## src/rtl/pd_loop_sequencer_if.sv

```systemverilog
// Bundle of command, sensor, PD-stage and duty signals around pd_loop_sequencer.
// The slave modport is the sequencer's view; the master modport is the surrounding system's.
interface pd_loop_sequencer_if;
    logic       cmd_valid;
    logic       cmd_sel;
    logic [7:0] cmd_data;
    logic       speed_valid;
    logic [8:0] speed_meas;
    logic       pd_en;
    logic [7:0] pd_target;
    logic [8:0] pd_current;
    logic [7:0] pd_gains;
    logic [7:0] pd_out;
    logic [7:0] duty;
    logic       duty_valid;
    logic       busy;
    logic       overrun;

    modport slave (
        input  cmd_valid, cmd_sel, cmd_data, speed_valid, speed_meas, pd_out,
        output pd_en, pd_target, pd_current, pd_gains, duty, duty_valid, busy, overrun
    );

    modport master (
        output cmd_valid, cmd_sel, cmd_data, speed_valid, speed_meas, pd_out,
        input  pd_en, pd_target, pd_current, pd_gains, duty, duty_valid, busy, overrun
    );
endinterface

```

## src/rtl/pd_loop_sequencer.sv

```systemverilog
// Control-loop sequencer: snapshots command/speed on each prescaler tick, runs the PD stage and
// latches its result as the PWM duty. Define DUTY_SLEW_EN to rate-limit duty changes to +/-SLEW.
module pd_loop_sequencer #(
    parameter int unsigned LOOP_DIV = 50000,
    parameter int unsigned PD_LAT   = 2,
    parameter int unsigned SLEW     = 4
) (
    input logic                CLK,
    input logic                RST,
    pd_loop_sequencer_if.slave seq_if
);

    localparam int unsigned CntW = $clog2(LOOP_DIV);

    typedef enum logic [1:0] {StIdle, StRun, StCapture} state_e;

    state_e          state_q, state_d;
    logic [CntW-1:0] div_q, div_d;
    logic [3:0]      lat_q, lat_d;
    logic            fresh_q, fresh_d;
    logic [7:0]      tgt_stg_q, tgt_stg_d;
    logic [7:0]      gain_stg_q, gain_stg_d;
    logic [8:0]      spd_stg_q, spd_stg_d;
    logic [7:0]      pd_target_q, pd_target_d;
    logic [8:0]      pd_current_q, pd_current_d;
    logic [7:0]      pd_gains_q, pd_gains_d;
    logic [7:0]      duty_q, duty_d;
    logic            duty_valid_q, duty_valid_d;
    logic            overrun_q, overrun_d;

    logic       tick;
    logic       load;
    logic       stale;
    logic [7:0] duty_next;

    assign tick  = (div_q == CntW'(LOOP_DIV - 1));
    assign load  = (state_q == StIdle) && tick && fresh_q;
    assign stale = (state_q == StIdle) && tick && !fresh_q;

    always_ff @(posedge CLK) begin
        if (RST) begin
            state_q      <= StIdle;
            div_q        <= '0;
            lat_q        <= '0;
            fresh_q      <= 1'b0;
            tgt_stg_q    <= '0;
            gain_stg_q   <= '0;
            spd_stg_q    <= '0;
            pd_target_q  <= '0;
            pd_current_q <= '0;
            pd_gains_q   <= '0;
            duty_q       <= '0;
            duty_valid_q <= 1'b0;
            overrun_q    <= 1'b0;
        end else begin
            state_q      <= state_d;
            div_q        <= div_d;
            lat_q        <= lat_d;
            fresh_q      <= fresh_d;
            tgt_stg_q    <= tgt_stg_d;
            gain_stg_q   <= gain_stg_d;
            spd_stg_q    <= spd_stg_d;
            pd_target_q  <= pd_target_d;
            pd_current_q <= pd_current_d;
            pd_gains_q   <= pd_gains_d;
            duty_q       <= duty_d;
            duty_valid_q <= duty_valid_d;
            overrun_q    <= overrun_d;
        end
    end

    always_comb begin
        state_d = state_q;
        lat_d   = lat_q;
        unique case (state_q)
            StIdle: begin
                if (load) begin
                    state_d = StRun;
                    lat_d   = '0;
                end
            end
            StRun: begin
                lat_d = lat_q + 4'd1;
                if (lat_q == 4'(PD_LAT - 1)) begin
                    state_d = StCapture;
                end
            end
            StCapture: state_d = StIdle;
            default:   state_d = StIdle;
        endcase
    end

    `ifdef DUTY_SLEW_EN
    localparam logic signed [8:0] SlewLim = 9'(SLEW);

    logic signed [8:0] slew_diff;
    logic signed [8:0] slew_step;

    always_comb begin
        slew_diff = $signed({1'b0, seq_if.pd_out}) - $signed({1'b0, duty_q});
        if (slew_diff > SlewLim) begin
            slew_step = SlewLim;
        end else if (slew_diff < -SlewLim) begin
            slew_step = -SlewLim;
        end else begin
            slew_step = slew_diff;
        end
        // Clamped step always lands between duty_q and pd_out, so 8-bit wrap is safe.
        duty_next = duty_q + 8'(slew_step);
    end
    `else
    logic [31:0] unused_slew;
    assign unused_slew = SLEW;
    assign duty_next   = seq_if.pd_out;
    `endif

    always_comb begin
        div_d        = tick ? '0 : div_q + CntW'(1);
        tgt_stg_d    = tgt_stg_q;
        gain_stg_d   = gain_stg_q;
        spd_stg_d    = spd_stg_q;
        fresh_d      = fresh_q;
        pd_target_d  = pd_target_q;
        pd_current_d = pd_current_q;
        pd_gains_d   = pd_gains_q;
        duty_d       = duty_q;
        duty_valid_d = 1'b0;
        overrun_d    = overrun_q | (tick && (state_q != StIdle));

        if (seq_if.cmd_valid) begin
            if (seq_if.cmd_sel) begin
                gain_stg_d = seq_if.cmd_data;
            end else begin
                tgt_stg_d = seq_if.cmd_data;
            end
        end

        // Snapshot uses the pre-edge staging values; a same-edge sample keeps fresh set.
        if (load) begin
            pd_target_d  = tgt_stg_q;
            pd_current_d = spd_stg_q;
            pd_gains_d   = gain_stg_q;
            fresh_d      = 1'b0;
        end
        if (seq_if.speed_valid) begin
            spd_stg_d = seq_if.speed_meas;
            fresh_d   = 1'b1;
        end

        if (stale) begin
            duty_d       = '0;
            duty_valid_d = 1'b1;
        end else if (state_q == StCapture) begin
            duty_d       = duty_next;
            duty_valid_d = 1'b1;
        end
    end

    always_comb begin
        seq_if.pd_en      = (state_q == StRun);
        seq_if.busy       = (state_q != StIdle);
        seq_if.pd_target  = pd_target_q;
        seq_if.pd_current = pd_current_q;
        seq_if.pd_gains   = pd_gains_q;
        seq_if.duty       = duty_q;
        seq_if.duty_valid = duty_valid_q;
        seq_if.overrun    = overrun_q;
    end

endmodule

```

## src/flat_wrapper.sv

```systemverilog
// flat-port wrapper written by rule: the top's interface ports become plain ports
module pd_loop_sequencer_flat 
#(
    parameter int unsigned LOOP_DIV = 50000,
    parameter int unsigned PD_LAT   = 2,
    parameter int unsigned SLEW     = 4
)
  (CLK, RST, seq_if_cmd_valid, seq_if_cmd_sel, seq_if_cmd_data, seq_if_speed_valid, seq_if_speed_meas, seq_if_pd_out, seq_if_pd_en, seq_if_pd_target, seq_if_pd_current, seq_if_pd_gains, seq_if_duty, seq_if_duty_valid, seq_if_busy, seq_if_overrun);
  pd_loop_sequencer_if seq_if_i ();
  input logic CLK;
  input logic RST;
  input wire logic [$bits(seq_if_i.cmd_valid)-1:0] seq_if_cmd_valid;
  input wire logic [$bits(seq_if_i.cmd_sel)-1:0] seq_if_cmd_sel;
  input wire logic [$bits(seq_if_i.cmd_data)-1:0] seq_if_cmd_data;
  input wire logic [$bits(seq_if_i.speed_valid)-1:0] seq_if_speed_valid;
  input wire logic [$bits(seq_if_i.speed_meas)-1:0] seq_if_speed_meas;
  input wire logic [$bits(seq_if_i.pd_out)-1:0] seq_if_pd_out;
  output wire logic [$bits(seq_if_i.pd_en)-1:0] seq_if_pd_en;
  output wire logic [$bits(seq_if_i.pd_target)-1:0] seq_if_pd_target;
  output wire logic [$bits(seq_if_i.pd_current)-1:0] seq_if_pd_current;
  output wire logic [$bits(seq_if_i.pd_gains)-1:0] seq_if_pd_gains;
  output wire logic [$bits(seq_if_i.duty)-1:0] seq_if_duty;
  output wire logic [$bits(seq_if_i.duty_valid)-1:0] seq_if_duty_valid;
  output wire logic [$bits(seq_if_i.busy)-1:0] seq_if_busy;
  output wire logic [$bits(seq_if_i.overrun)-1:0] seq_if_overrun;
  assign seq_if_i.cmd_valid = seq_if_cmd_valid;
  assign seq_if_i.cmd_sel = seq_if_cmd_sel;
  assign seq_if_i.cmd_data = seq_if_cmd_data;
  assign seq_if_i.speed_valid = seq_if_speed_valid;
  assign seq_if_i.speed_meas = seq_if_speed_meas;
  assign seq_if_i.pd_out = seq_if_pd_out;
  assign seq_if_pd_en = seq_if_i.pd_en;
  assign seq_if_pd_target = seq_if_i.pd_target;
  assign seq_if_pd_current = seq_if_i.pd_current;
  assign seq_if_pd_gains = seq_if_i.pd_gains;
  assign seq_if_duty = seq_if_i.duty;
  assign seq_if_duty_valid = seq_if_i.duty_valid;
  assign seq_if_busy = seq_if_i.busy;
  assign seq_if_overrun = seq_if_i.overrun;
  pd_loop_sequencer #(.LOOP_DIV(LOOP_DIV), .PD_LAT(PD_LAT), .SLEW(SLEW)) u_core (.CLK(CLK), .RST(RST), .seq_if(seq_if_i));
endmodule
```

## config.mk

```make
export PLATFORM = sky130hd
export DESIGN_NAME = pd_loop_sequencer_flat
export DESIGN_NICKNAME = d
export VERILOG_FILES = /design/src/rtl/pd_loop_sequencer_if.sv /design/src/rtl/pd_loop_sequencer.sv /design/src/flat_wrapper.sv
export SDC_FILE = /design/constraint.sdc
export NUM_CORES = 1
export LEC_CHECK = 0
export CAP_MARGIN = 20
export CORE_ASPECT_RATIO = 1.4
export CORE_MARGIN = 1.5
export CORE_UTILIZATION = 25
export CTS_BUF_LIST = sky130_fd_sc_hd__clkbuf_8
export CTS_CLUSTER_SIZE = 28
export DETAILED_ROUTE_END_ITERATION = 8
export SKIP_CTS_REPAIR_TIMING = 1
export SYNTH_ARGS = -nofsm -noshare
export SYNTH_HDL_FRONTEND = slang
export SYNTH_SLANG_ARGS = --single-unit
```

## constraint.sdc

```tcl
create_clock -name CLK -period 4.2 [get_ports CLK]
set_clock_uncertainty 0.2 [all_clocks]
set_input_delay 1.26 -clock CLK [delete_from_list [all_inputs] [get_ports CLK]]
set_output_delay 1.26 -clock CLK [all_outputs]
set_load 0.02 [all_outputs]
```

==> summary.txt <==
Outcome
  • Status: finished, final reports clean

Synth
  • Synth Area in Adders: 1.121%
  • Cell taking the most area after synthesis: dfxtp_1
  • Top cells by area, synth: dfxtp_1 (50%), mux2i_1 (7.5%), nand4_1 (5.4%)
  • Syn Std Cell Area: 3349 µm²
  • Main combinational cell family by area after synthesis: simple AND/OR/NAND/NOR gates
  • Count leader, synth: dfxtp_1
  • Register bit total from synthesis: 83
  • Net Count, Synth: 402
  • EDFF count, synth: 0
  • Mapped Cells: 369
  • Mux share of post-synthesis cell area: 7.471%
  • Async SR Flop Fraction: 0%
  • Simple-Gate Fraction of Synth Area: 22.30%
  • Post-synthesis cell type count: 39
  • Ys flop type: dfxtp_1
  • Post-synthesis sequential area ratio: 49.61%
  • Most frequent cells after synthesis: dfxtp_1 (83), nor2_1 (40), a21oi_1 (36)
  • Synth warn: 0
  • Synth Area in XOR/XNOR: 3.661%
  • Yosys top cell area share: 49.61%
  • Syn Area/Cell: 9.077 µm²
  • Compound-Gate Fraction of Synth Area: 10.31%

Place
  • Port buffer count: 66
  • GP Congestion: 0.8111
  • Final HPWL DP: 5.750 mm
  • Post-Place Cell Area: 4084 µm²

Power
  • Total Power: 0.001456 W
  • P_sw: 0.0003413 W
  • Leak pwr: 1.397 nW
  • Worst vdd ir: 0.0001241 V
  • Sw Ratio: 23.45%
  • Sequential share of power: 55.7%
  • Pwr dens: 340.5 nW/µm²
  • Comb power frac: 5.7%
  • Clock share of power: 38.6%
  • Pint: 0.001114 W

Timing
  • Final hold vios: 0
  • Final setup viols: 0
  • FMAX: 0.3176 GHz
  • Actual slew at the worst max-slew pin: 1.044 ns
  • RSZ-0062 raised after global routing: no
  • Hold WS: 0.2559 ns
  • Max-slew headroom: 30.18%
  • Setup total negative slack: 0 ns
  • Post-layout minimum cycle time: 3.149 ns
  • Pins Over Slew Limit: 0
  • Part of the cycle the worst path needs: 74.96%

Detailed routing
  • Drt total wl: 8.287 mm
  • Routed Antenna Nets: 0
  • WL/cell: 13.79 µm
  • Router iterations before antenna repair: 4
  • DRT iter0 DRCs: 148
  • Vias: 2803
  • Post-route DRC: 0
  • Vias/cell: 4.664

Setup path
  • Crit path launch type: register
  • CP Launch Point: u_core.state_q[1]$_SDFFE_PP0P_
  • Worst reg2reg startpoint: u_core.div_q[0]$_SDFF_PP0_
  • CP Data Arrival Time: 1.69 ns
  • Crit-path max FO: 8
  • Critical path endpoint category: output port
  • Critical Path RT: 2.74 ns
  • WS Path Type: register to output port

Global routing
  • Grt total ovfl: 0
  • All-layer global routing usage: 12.15%
  • Vias in the first global route: 2814
  • Pin count of the biggest net entering global routing: 53
  • First-pass GRT wire length: 13.44 mm
  • Antenna violations before repair: 0

Finish
  • Final Net Count: 452
  • Area Overhead vs Synth: 27.64%
  • # diodes: 0
  • Register area: 1662 µm²
  • Area taken by multi-input logic gates: 1503 µm²
  • Finished Cell Area: 4275 µm²
  • Filler cells: 1341
  • Share of layout cells above drive strength 1: 5.910%

Floorplanning
  • Die Width: 100.8 µm
  • Core Region: 12940 µm²
  • Die area: 14110 µm²
  • Top Ports: 67
  • Starting Density: 25.89%
  • Die Y: 140.0 µm
  • Std cell rows: 49

Clock network
  • Clock buffer count from CTS: 9
  • CTS Buffer Depth: 2
  • H-tree Lvls: 3
  • Sink Count: 83
  • Skew-Pair Late Insertion Delay: 0.35 ns
  • Root buffer selected by CTS: clkbuf_8
  • CTS tree: yes
  • Clk slew on worst S/H paths: 0.08 ns

Hold path
  • Min-Delay Path Class: register to register
  • Hold_sp: u_core.seq_if.overrun$_SDFF_PP0_

Run
  • Number of max-cap violations: 0
layout make-up:
class | instances | area share (%)
multi-input combinational | 250 | 35.15
clock buffer | 9 | 2.897
clock inverter | 6 | 1.580
sequential | 83 | 38.86
timing repair buffer | 68 | 15.69
tap | 178 | 5.209
inverter | 7 | 0.6146
metal layers:
metal,vias up,part of all wire (%),GRT usage (%)
met1,1313,43,14.60
met2,82,49,20.55
met4,0,1.3,5.189
met3,10,6.2,2.745
met5,-,0,0
li1,1398,-,-
logic make-up (layout without fill, tap and decap cells):
kind of cell / count (synthesis) / count (layout)
AO/OA/AOI/OAI: 66 / 66
XOR/XNOR: 14 / 14
adder cells (fa/ha/maj): 3 / 3
buffers and inverters: 36 / 90
flip-flops: 83 / 83
multiplexers: 25 / 25
AND/OR/NAND/NOR: 142 / 142
path summary, 6_finish.rpt:
kind,to,slack (ns),cells after the start
setup reg to reg,u_core.seq_if.pd_current[2]$_SDFFE_PP0P_,1.79,5
setup / recovery,seq_if_pd_en,1.05,3
hold / removal,u_core.seq_if.overrun$_SDFF_PP0_,0.26,2
hold reg to reg,u_core.seq_if.overrun$_SDFF_PP0_,0.26,2
stage by stage:
stage,utilization [%],setup WS (ns),instances
after global routing,33.05,0.9253,601
after CTS,33.05,1.020,601
after global placement,31.57,0.9756,586
after detailed placement,31.57,0.9008,586
final,33.05,1.052,601
after floorplan,-,1.760,369
critical path: stages, from the launching register on:
cell             delay [ns]
dfxtp_1                0.34
nand2b_1               0.17
clkinv_1               0.22
clkdlybuf4s50_1        0.61
state kept, by name, indices dropped and copies added (netlist names), 2 cells and up:
register,count
u_core.seq_if.pd_target,8
u_core.lat_q,4
u_core.spd_stg_q,9
u_core.gain_stg_q,8
u_core.seq_if.duty,8
u_core.state_q,2
u_core.tgt_stg_q,8
u_core.seq_if.pd_gains,8
u_core.seq_if.pd_current,9
u_core.div_q,16
power by group through the flow:
| stage | Sequential (W) | Combinational, W | Clock (W) |
|---|---|---|---|
| floorplan | 0.000827 | 0.0000450 | 0 |
| global placement | 0.000829 | 0.0000808 | 0 |
| detailed placement | 0.000830 | 0.0000820 | 0 |
| CTS | 0.000811 | 0.0000827 | 0.000580 |
| global route | 0.000813 | 0.0000911 | 0.000617 |
| finish | 0.000811 | 0.0000824 | 0.000562 |
layout by cell type, fill, tap and decap left out, types with 2 or more instances in the layout:
| master | synthesis | final |
|---|---|---|
| clkinv_4 | 0 | 2 |
| inv_1 | 6 | 6 |
| and3_1 | 3 | 3 |
| clkinvlp_4 | 0 | 2 |
| clkbuf_8 | 0 | 9 |
| mux2i_1 | 25 | 25 |
| o21ai_1 | 19 | 19 |
| nor3_1 | 16 | 16 |
| or3_1 | 2 | 2 |
| nand4_1 | 29 | 29 |
| nor2_1 | 40 | 40 |
| buf_4 | 2 | 2 |
| nand3_1 | 16 | 16 |
| nand2b_1 | 4 | 4 |
| a21oi_1 | 36 | 36 |
| o21ai_0 | 7 | 7 |
| clkdlybuf4s50_1 | 0 | 65 |
| xnor2_1 | 13 | 13 |
| nor2b_1 | 2 | 2 |
| nor4_1 | 6 | 6 |
| ha_1 | 3 | 3 |
| dfxtp_1 | 83 | 83 |
| nand2_1 | 15 | 15 |
Power figures use the tool's default switching activity.
